`src/rtl/dotn_pkg.sv`:
```
// Shared types and elaboration helpers for the dotn_acc dot-product engine.
package dotn_pkg;

  function automatic int clog2(input int value);
    int r;
    r = 0;
    while ((1 << r) < value) r++;
    return r;
  endfunction

  // Width of adder-tree level `level`; level 0 holds the raw lane products.
  function automatic int tree_width(input int data_width, input int level);
    return 2 * data_width + level;
  endfunction

  // Multiplier stage + one register per tree level + accumulator/output stage.
  function automatic int total_latency(input int n_lanes);
    return 2 + clog2(n_lanes);
  endfunction

  typedef struct packed {
    logic valid;
    logic first;
    logic last;
  } sideband_t;

endpackage

```
`src/rtl/dotn_acc_if.sv`:
```
// Operand-beat and result bus of dotn_acc; feeder side is master, engine is slave.
interface dotn_acc_if #(
  parameter int DATA_WIDTH = 8,
  parameter int N_LANES    = 16,
  parameter int ACC_WIDTH  = 32,
  parameter int CNT_WIDTH  = 16
);
  logic                          in_valid;
  logic                          in_first;
  logic                          in_last;
  logic [N_LANES*DATA_WIDTH-1:0] a_in;
  logic [N_LANES*DATA_WIDTH-1:0] b_in;
  logic signed [ACC_WIDTH-1:0]   res_out;
  logic                          res_valid;
  logic [CNT_WIDTH-1:0]          res_count;
  logic                          ovf_out;

  modport master (
    output in_valid, in_first, in_last, a_in, b_in,
    input  res_out, res_valid, res_count, ovf_out
  );

  modport slave (
    input  in_valid, in_first, in_last, a_in, b_in,
    output res_out, res_valid, res_count, ovf_out
  );
endinterface

```
`src/rtl/dotn_adder_tree.sv`:
```
// Pipelined signed reduction tree: lanes summed pairwise, one register per level,
// sideband delayed alongside so it stays aligned with the partial sums.
module dotn_adder_tree
  import dotn_pkg::*;
#(
  parameter  int DATA_WIDTH = 8,
  parameter  int N_LANES    = 16,
  localparam int LEVELS     = clog2(N_LANES),
  localparam int LEAF_W     = tree_width(DATA_WIDTH, 0),
  localparam int SUM_W      = tree_width(DATA_WIDTH, LEVELS)
) (
  input  logic                      clk,
  input  logic                      rst,
  input  logic                      ena,
  input  logic [N_LANES*LEAF_W-1:0] leaves,
  input  sideband_t                 sb_in,
  output logic signed [SUM_W-1:0]   sum,
  output sideband_t                 sb_out
);

  for (genvar l = 0; l <= LEVELS; l++) begin : g_lvl
    localparam int W     = tree_width(DATA_WIDTH, l);
    localparam int NODES = N_LANES >> l;
    logic signed [W-1:0] node [NODES];
    sideband_t           sb;

    if (l == 0) begin : g_leaf
      for (genvar i = 0; i < NODES; i++) begin : g_node
        assign node[i] = leaves[i*LEAF_W +: LEAF_W];
      end
      assign sb = sb_in;
    end else begin : g_add
      // Each operand is sign-extended by one bit so the pairwise add cannot wrap.
      always_ff @(posedge clk) begin
        if (rst) begin
          sb <= '0;
          for (int i = 0; i < NODES; i++) node[i] <= '0;
        end else if (ena) begin
          sb <= g_lvl[l-1].sb;
          for (int i = 0; i < NODES; i++)
            node[i] <= {g_lvl[l-1].node[2*i][W-2], g_lvl[l-1].node[2*i]}
                     + {g_lvl[l-1].node[2*i+1][W-2], g_lvl[l-1].node[2*i+1]};
        end
      end
    end
  end

  assign sum    = g_lvl[LEVELS].node[0];
  assign sb_out = g_lvl[LEVELS].sb;

endmodule

```
`src/rtl/dotn_acc.sv`:
```
// Signed N-lane dot-product engine: product stage, pipelined adder tree and a
// framed multi-beat accumulator with beat count and sticky overflow per result.
module dotn_acc
  import dotn_pkg::*;
#(
  parameter int DATA_WIDTH = 8,
  parameter int N_LANES    = 16,
  parameter int ACC_WIDTH  = 32,
  parameter int CNT_WIDTH  = 16
) (
  input  logic       clk,
  input  logic       rst,
  input  logic       ena,
  dotn_acc_if.slave  bus
);

  localparam int PROD_W = tree_width(DATA_WIDTH, 0);
  localparam int LEVELS = clog2(N_LANES);
  localparam int SUM_W  = tree_width(DATA_WIDTH, LEVELS);

  if (N_LANES < 2 || (1 << LEVELS) != N_LANES) begin : g_chk_lanes
    $error("dotn_acc: N_LANES must be a power of two and at least 2");
  end
  if (ACC_WIDTH < SUM_W) begin : g_chk_acc
    $error("dotn_acc: ACC_WIDTH must be at least 2*DATA_WIDTH+log2(N_LANES)");
  end

  function automatic logic signed [PROD_W-1:0] lane_mul(
    input logic signed [DATA_WIDTH-1:0] a,
    input logic signed [DATA_WIDTH-1:0] b
  );
    logic signed [PROD_W-1:0] a_x;
    logic signed [PROD_W-1:0] b_x;
    a_x = a;
    b_x = b;
    return a_x * b_x;
  endfunction

  logic [N_LANES*PROD_W-1:0] prod_d;
  logic [N_LANES*PROD_W-1:0] prod_q;
  sideband_t                 sb_d;
  sideband_t                 sb_m;
  sideband_t                 sb_a;
  logic signed [SUM_W-1:0]   tree_sum;

  always_comb begin
    prod_d = '0;
    for (int i = 0; i < N_LANES; i++)
      prod_d[i*PROD_W +: PROD_W] = lane_mul(bus.a_in[i*DATA_WIDTH +: DATA_WIDTH],
                                            bus.b_in[i*DATA_WIDTH +: DATA_WIDTH]);
  end

  assign sb_d = sideband_t'{valid: bus.in_valid, first: bus.in_first, last: bus.in_last};

  always_ff @(posedge clk) begin
    if (rst) begin
      prod_q <= '0;
      sb_m   <= '0;
    end else if (ena) begin
      prod_q <= prod_d;
      sb_m   <= sb_d;
    end
  end

  dotn_adder_tree #(
    .DATA_WIDTH (DATA_WIDTH),
    .N_LANES    (N_LANES)
  ) u_tree (
    .clk    (clk),
    .rst    (rst),
    .ena    (ena),
    .leaves (prod_q),
    .sb_in  (sb_m),
    .sum    (tree_sum),
    .sb_out (sb_a)
  );

  logic signed [ACC_WIDTH-1:0] sum_ext;
  logic signed [ACC_WIDTH-1:0] acc_q;
  logic signed [ACC_WIDTH-1:0] acc_sum;
  logic signed [ACC_WIDTH-1:0] acc_d;
  logic [CNT_WIDTH-1:0]        cnt_q;
  logic [CNT_WIDTH-1:0]        cnt_d;
  logic                        ovf_q;
  logic                        ovf_d;
  logic                        add_ovf;
  logic                        fresh_q;
  logic                        start;
  logic signed [ACC_WIDTH-1:0] res_q;
  logic [CNT_WIDTH-1:0]        res_cnt_q;
  logic                        res_ovf_q;
  logic                        res_pulse_q;

  assign sum_ext = ACC_WIDTH'(tree_sum);
  assign acc_sum = acc_q + sum_ext;
  // Two's-complement overflow: operands agree in sign but the result does not.
  assign add_ovf = (acc_q[ACC_WIDTH-1] == sum_ext[ACC_WIDTH-1])
                && (acc_sum[ACC_WIDTH-1] != acc_q[ACC_WIDTH-1]);
  // fresh_q marks "no open frame": after reset or after a closing beat.
  assign start   = sb_a.first | fresh_q;

  always_comb begin
    acc_d = acc_sum;
    cnt_d = (cnt_q == '1) ? cnt_q : cnt_q + CNT_WIDTH'(1);
    ovf_d = ovf_q | add_ovf;
    if (start) begin
      acc_d = sum_ext;
      cnt_d = CNT_WIDTH'(1);
      ovf_d = 1'b0;
    end
  end

  always_ff @(posedge clk) begin
    if (rst) begin
      acc_q       <= '0;
      cnt_q       <= '0;
      ovf_q       <= 1'b0;
      fresh_q     <= 1'b1;
      res_q       <= '0;
      res_cnt_q   <= '0;
      res_ovf_q   <= 1'b0;
      res_pulse_q <= 1'b0;
    end else if (ena) begin
      res_pulse_q <= 1'b0;
      if (sb_a.valid) begin
        acc_q   <= acc_d;
        cnt_q   <= cnt_d;
        ovf_q   <= ovf_d;
        fresh_q <= sb_a.last;
        if (sb_a.last) begin
          res_q       <= acc_d;
          res_cnt_q   <= cnt_d;
          res_ovf_q   <= ovf_d;
          res_pulse_q <= 1'b1;
        end
      end
    end
  end

  // The pulse register holds through a stall, so gate it to keep res_valid low
  // while ena=0; it is seen in exactly one ena-high cycle.
  assign bus.res_valid = res_pulse_q & ena;
  assign bus.res_out   = res_q;
  assign bus.res_count = res_cnt_q;
  assign bus.ovf_out   = res_ovf_q;

endmodule

```
`src/flat_wrapper.sv`:
```
// flat-port wrapper written by rule: the top's interface ports become plain ports
module dotn_acc_flat import dotn_pkg::*;
#(
  parameter int DATA_WIDTH = 8,
  parameter int N_LANES    = 16,
  parameter int ACC_WIDTH  = 32,
  parameter int CNT_WIDTH  = 16
)
  (clk, rst, ena, bus_in_valid, bus_in_first, bus_in_last, bus_a_in, bus_b_in, bus_res_out, bus_res_valid, bus_res_count, bus_ovf_out);
  dotn_acc_if #(.DATA_WIDTH(DATA_WIDTH), .N_LANES(N_LANES), .ACC_WIDTH(ACC_WIDTH), .CNT_WIDTH(CNT_WIDTH)) bus_i ();
  input  logic clk;
  input  logic rst;
  input  logic ena;
  input wire logic [$bits(bus_i.in_valid)-1:0] bus_in_valid;
  input wire logic [$bits(bus_i.in_first)-1:0] bus_in_first;
  input wire logic [$bits(bus_i.in_last)-1:0] bus_in_last;
  input wire logic [$bits(bus_i.a_in)-1:0] bus_a_in;
  input wire logic [$bits(bus_i.b_in)-1:0] bus_b_in;
  output wire logic [$bits(bus_i.res_out)-1:0] bus_res_out;
  output wire logic [$bits(bus_i.res_valid)-1:0] bus_res_valid;
  output wire logic [$bits(bus_i.res_count)-1:0] bus_res_count;
  output wire logic [$bits(bus_i.ovf_out)-1:0] bus_ovf_out;
  assign bus_i.in_valid = bus_in_valid;
  assign bus_i.in_first = bus_in_first;
  assign bus_i.in_last = bus_in_last;
  assign bus_i.a_in = bus_a_in;
  assign bus_i.b_in = bus_b_in;
  assign bus_res_out = bus_i.res_out;
  assign bus_res_valid = bus_i.res_valid;
  assign bus_res_count = bus_i.res_count;
  assign bus_ovf_out = bus_i.ovf_out;
  dotn_acc #(.DATA_WIDTH(DATA_WIDTH), .N_LANES(N_LANES), .ACC_WIDTH(ACC_WIDTH), .CNT_WIDTH(CNT_WIDTH)) u_core (.clk(clk), .rst(rst), .ena(ena), .bus(bus_i));
endmodule
```
`config.mk`:
```
export PLATFORM = sky130hd
export DESIGN_NAME = dotn_acc_flat
export DESIGN_NICKNAME = d
export VERILOG_FILES = /design/src/rtl/dotn_pkg.sv /design/src/rtl/dotn_acc_if.sv /design/src/rtl/dotn_adder_tree.sv /design/src/rtl/dotn_acc.sv /design/src/flat_wrapper.sv
export SDC_FILE = /design/constraint.sdc
export NUM_CORES = 2
export LEC_CHECK = 0
export CAP_MARGIN = 30
export CELL_PAD_IN_SITES_DETAIL_PLACEMENT = 0
export CELL_PAD_IN_SITES_GLOBAL_PLACEMENT = 2
export CORE_MARGIN = 2
export CORE_UTILIZATION = 40
export DETAILED_ROUTE_END_ITERATION = 12
export PLACE_DENSITY = 0.8
export RECOVER_POWER = 100
export SLEW_MARGIN = 0
export SYNTH_ARGS = -nofsm -noshare
export SYNTH_HDL_FRONTEND = slang
export SYNTH_SLANG_ARGS = --single-unit
```
`constraint.sdc`:
```
create_clock -name clk -period 9.75 [get_ports clk]
set_clock_uncertainty 0.05 [all_clocks]
set_input_delay 2.4375 -clock clk [delete_from_list [all_inputs] [get_ports clk]]
set_output_delay 2.4375 -clock clk [all_outputs]
set_load 0.05 [all_outputs]
```
; Word-level counts from Yosys, hierarchy flattened
; Memory sizes are Yosys's and may differ from the RTL's.
; Cells that the tools add are included.
[classes]
n_bitwise = 17
addsub = 17
mul = 16
n_reduce_logical = 4
mux = 27
n_eq_ne = 3
[ops]
columns = operator, n
row1 = $mul A8 B8 Y16, 16
row2 = $add A16 B16 Y17, 8
row3 = $mux W17, 8
row4 = $add A17 B17 Y18, 4
row5 = $mux W18, 4
row6 = $add A18 B18 Y19, 2
row7 = $mux W19, 2
row8 = $add A32 B20 Y32, 1
row9 = $mux W16, 2
row10 = $mux W32, 1
row11 = $add A19 B19 Y20, 1
row12 = $mux W20, 1
row13 = $reduce_or A20 Y1, 1
row14 = $add A16 B1 Y16 const B, 1
row15 = $eq A16 B16 Y1 const B, 1
row16 = $or A1 B1 Y1, 16
row17 = $mux W1, 9
row18 = $reduce_and A3 Y1, 1
row19 = $reduce_and A2 Y1, 1
row20 = $and A1 B1 Y1, 1
row21 = $eq A1 B1 Y1, 1
row22 = $logic_and A1 B1 Y1, 1
row23 = $ne A1 B1 Y1, 1
[totals]
in_bits = 262
ram_bits = 266
memories = 4
reg_bits = 371
word_cells = 112
output_inout_bits = 50
[mem_list]
columns = name, depth, word_bits, read_ports, rd_clocked_by_memory_dff, write_ports, line
row1 = u_core.u_tree.g_lvl[1].node, 8, 17, 8, 0, 8, dotn_adder_tree.sv:24  ; logic signed [W-1:0] node [NODES];
row2 = u_core.u_tree.g_lvl[2].node, 4, 18, 4, 0, 4, dotn_adder_tree.sv:24
row3 = u_core.u_tree.g_lvl[3].node, 2, 19, 2, 0, 2, dotn_adder_tree.sv:24
row4 = u_core.u_tree.g_lvl[4].node, 1, 20, 1, 0, 1, dotn_adder_tree.sv:24

; Depth between registers and ports, before layout
[depth]
ltp_word = 5
ltp_mapped = 20
mapped_depth_nobuf = 20

; Modules after synthesis
; Synthesis repeated with hierarchy kept, for this count alone.
[unflattened]
cells_unflattened = 8311
area_unflattened_um2 = 75299.7
[by_module_without_submodules]
columns = module, area_per_inst_um2, seq_area_each_um2, n_inst, cells_per_inst
row1 = dotn_acc, 54096.9, 7186.9, 1, 6126
row2 = dotn_adder_tree, 21202.8, 8227.9, 1, 2185

; Least setup slack after synthesis
; OpenSTA, ideal clock, no wires.
[synth_timing]
path_kind = in2reg
from = input ena
to = memory u_core.u_tree.g_lvl[1].node[0][0] in the netlist's numbering, enable pin
stages = 5
setup_slack_ps = 768
arrival_time_ps = 8317
path_buffers = 3
setup_ps = 615
required_time_ps = 9085
path_cell_list = clkbuf_1 -> nor2_1 -> clkbuf_1 -> clkbuf_1 -> inv_1
[synth_lines]
columns = item, line
row1 = "start, declared", flat_wrapper.sv:13  ; input logic ena;
row2 = "end, declared", dotn_adder_tree.sv:24

==> results_dict.tcl <==
set metrics [dict create \
    synth_top_family_by_area "adder cells" \
    first_iter_violations 2193 \
    wl_per_cell_um 16.7 \
    reg2reg_from "u_core.u_tree.sb_out[2]" \
    synth_edf_count 266 \
    final_nets 10200 \
    numPortBuffers 311 \
    fin_util_pct 44.9 \
    rsz0062_at_grt "false" \
    fp.dieArea_um2 186000 \
    max_slew.worst_pin.slew_ps 3510 \
    status "finished, violations left" \
    clock-sinks 637 \
    finalHoldViolCount 0 \
    finalSetupViolations 0 \
    synth_compound_area_share_pct 9.59 \
    crit_type "primary input to flip-flop" \
    clk_pin_slew_ps 60 \
    violations "max-capacitance violations, max-slew violations" \
    cts_tree "done" \
    r2r_end "u_core.cnt_q[3]" \
    final.setup.tns_ps 0 \
    cp_slowest_cell "clkbuf_1" \
    pwr_density_cell_nw_per_um2 210 \
    cp-startpoint "ena" \
    cts_max_level 3 \
    multi_input_area_um2 51700 \
    grt_max_degree 175 \
    cts_setup_buffers 0 \
    cts_hold_buf 0 \
    cp_data_arrival_time_ps 8190 \
    muxShareOfSynthArea_pct 2.35 \
    reg2reg_slack_ps 5850 \
    synth-seq-cells 637 \
    nFillCells 17800 \
    die_height_um 431 \
    cp.required_ps 9960 \
    vdd_drop_max_mv 0.149 \
    fin_cells 10700 \
    wirelength_um 178000 \
    post_cts_resized 0 \
    avgSynthCellArea_um2 9.17 \
    maxClockFrequency_ghz 0.125 \
    setup_ws_ps 1770 \
    dr_total_vias 52600 \
    root_buffer "clkbuf_16" \
    synth_simple_gate_area_share_pct 16.9 \
    first_pass_iters 6 \
    register_area_um2 15400 \
    slew_headroom_pct -134 \
    holdWs_ps 398 \
    synthAdderAreaFrac_pct 37.3 \
    clk_path_buf_depth 3 \
    critPathLaunchType "primary input" \
    synth-main-ff-cell "dfxtp_1" \
    leakage_uw 0.0384 \
    period_needed_ps 7980 \
    pin_count 312 \
    drv_cap 12 \
    ys_warn_count 0 \
    dpl.hpwl_um 144000 \
    seq_area_frac_synth_pct 21.1 \
    finalCritPeriodShare_pct 81.9 \
    numCtsBuffers 79 \
    grt_pass1_vias 54800 \
    drive_above_1_share_pct 2.24 \
    syn_inst 7974 \
    synth_nets 9879 \
    drcViolationCount 0 \
    core.rowCount 156 \
    endpoint_kind "flip-flop" \
    start_util_pct 40.3 \
    synth.cell_area_um2 73100 \
    min-delay-start "u_core.bus.res_count[13]" \
    clock_latency_ps 650 \
    die_x_um 431 \
    synth_cell_types 73 \
    path_common_cell "clkbuf_1" \
    drv_slew 569 \
    viasPerCell 4.93 \
    endpoint "u_core.u_tree.g_lvl[1].node[1][56]" \
    place_ws_ps 2080 \
    synthArstFlopShare_pct 0 \
    crit_chain "clkbuf_1 -> clkbuf_1 -> nor2_1 -> inv_8 -> buf_12" \
    core_area_um2 181000 \
    area_delta_synth_final_pct 11.4 \
    synth_xor_area_share_pct 4.53 \
    rr_worst_depth 5 \
    ant_nets 0 \
    dp.cells 10500 \
    grt_usage_pct 19.5 \
    critPathMaxStageDelay_ps 2530 \
    overflow 0 \
    antenna_found_initial 10 \
    grt_pass1_wl_um 293000 \
    place_congestion 0.838 \
    min_path_type "flip-flop to flip-flop" \
    cp_max_fo 152 \
]
worst min-delay path by stage:
stage	end	slack, ps	cells after the start
detailed placement	u_core.bus.res_count[14]	400	2
global placement	u_core.prod_q[93]	390	2
global route	u_core.bus.res_count[6]	430	2
CTS	u_core.bus.res_count[14]	410	2
finish	u_core.bus.res_count[13]	400	2
floorplan	u_core.prod_q[121]	380	2
layer usage:
layer  up-vias  share of wire (%)  global-route usage (%)  wire [um]
li1      26200                  -                       -          -
met2       593                 49                    33.9      87000
met5         -              0.031                       0         55
met4         8                1.6                    3.65       2800
met1     25600                 47                    26.5      84100
met3       157                2.3                    1.59       4130
final cells by class:
class | instances | area share, %
Multi-Input combinational cell | 5738 | 63.5
Timing Repair Buffer | 331 | 4.01
Antenna cell | 4 | 0.0123
Clock buffer | 110 | 2.79
Sequential cell | 637 | 18.9
Tap cell | 2370 | 3.64
Inverter | 1458 | 6.73
Clock inverter | 35 | 0.374
layout by cell type (no fill, tap or decap), types with 33 or more instances in the layout:
cell type / count
inv_1: 1457
fa_1: 896
ha_1: 747
and2_1: 681
nand2_1: 564
nor2_1: 535
dfxtp_1: 371
o21ai_0: 327
a21oi_1: 314
edfxtp_1: 266
xnor2_1: 261
clkdlybuf4s50_1: 244
mux2i_1: 151
nor2b_1: 146
nor3_1: 141
xor2_1: 117
a21o_1: 111
clkbuf_16: 84
nand3_1: 79
nand2b_1: 77
dlygate4sd3_1: 65
a211oi_1: 59
and3_1: 53
a21boi_0: 49
o31ai_1: 33
stage by stage:
step / instance area [um2] / total power (uW)
global route: 81400 / 18900
detailed placement: 78900 / 14300
CTS: 81400 / 17400
global placement: 78900 / 14300
finish: 81400 / 17100
floorplan: 73100 / 11400
worst max-delay path, delay by kind of cell:
| kind | cells | cell delay (ps) |
|---|---|---|
| buffers and inverters | 4 | 4790 |
| AND/OR/NAND/NOR | 1 | 710 |
cell families after synthesis:
| group | Yosys count |
|---|---|
| muxes | 169 |
| and+or+nand+nor | 2439 |
| xor gates and xnor gates | 378 |
| AOI/OAI and AO/OA | 1109 |
| buffers and inverters | 1599 |
| adders and majority gates | 1643 |
| DFF | 637 |
synth_stat cells, drive strengths merged, types with 116 or more instances:
cell	count	share of area, %
nor2	536	2.8
xnor2	261	3.1
nor2b	146	1.2
ha	747	13
o21ai	328	2.3
fa	896	25
inv	1458	7.5
mux2i	151	2.1
nand2	564	2.9
a21oi	314	2.2
clkbuf	116	0.60
xor2	117	1.4
and2	697	6.0
nor3	141	0.97
edfxtp	266	11
dfxtp	371	10
state kept, by name, summed over array words and instances (netlist names), 3 cells and up:
name and count:
u_core.u_tree.g_lvl.node 266, u_core.cnt_q 16, u_core.bus.res_count 16, u_core.prod_q 256
u_core.bus.res_out 32, u_core.u_tree.sb_out 3, u_core.sb_m 3, u_core.u_tree.g_lvl.sb 9
u_core.acc_q 32
power by group:
group,leakage [uW],switching [uW],internal (uW)
Clock,0.00126,1200,1740
Sequential,0.00598,389,3320
Combinational,0.0312,5840,4560
Total,0.0384,7430,9620
Note: power is estimated with default switching activity, not from simulation.
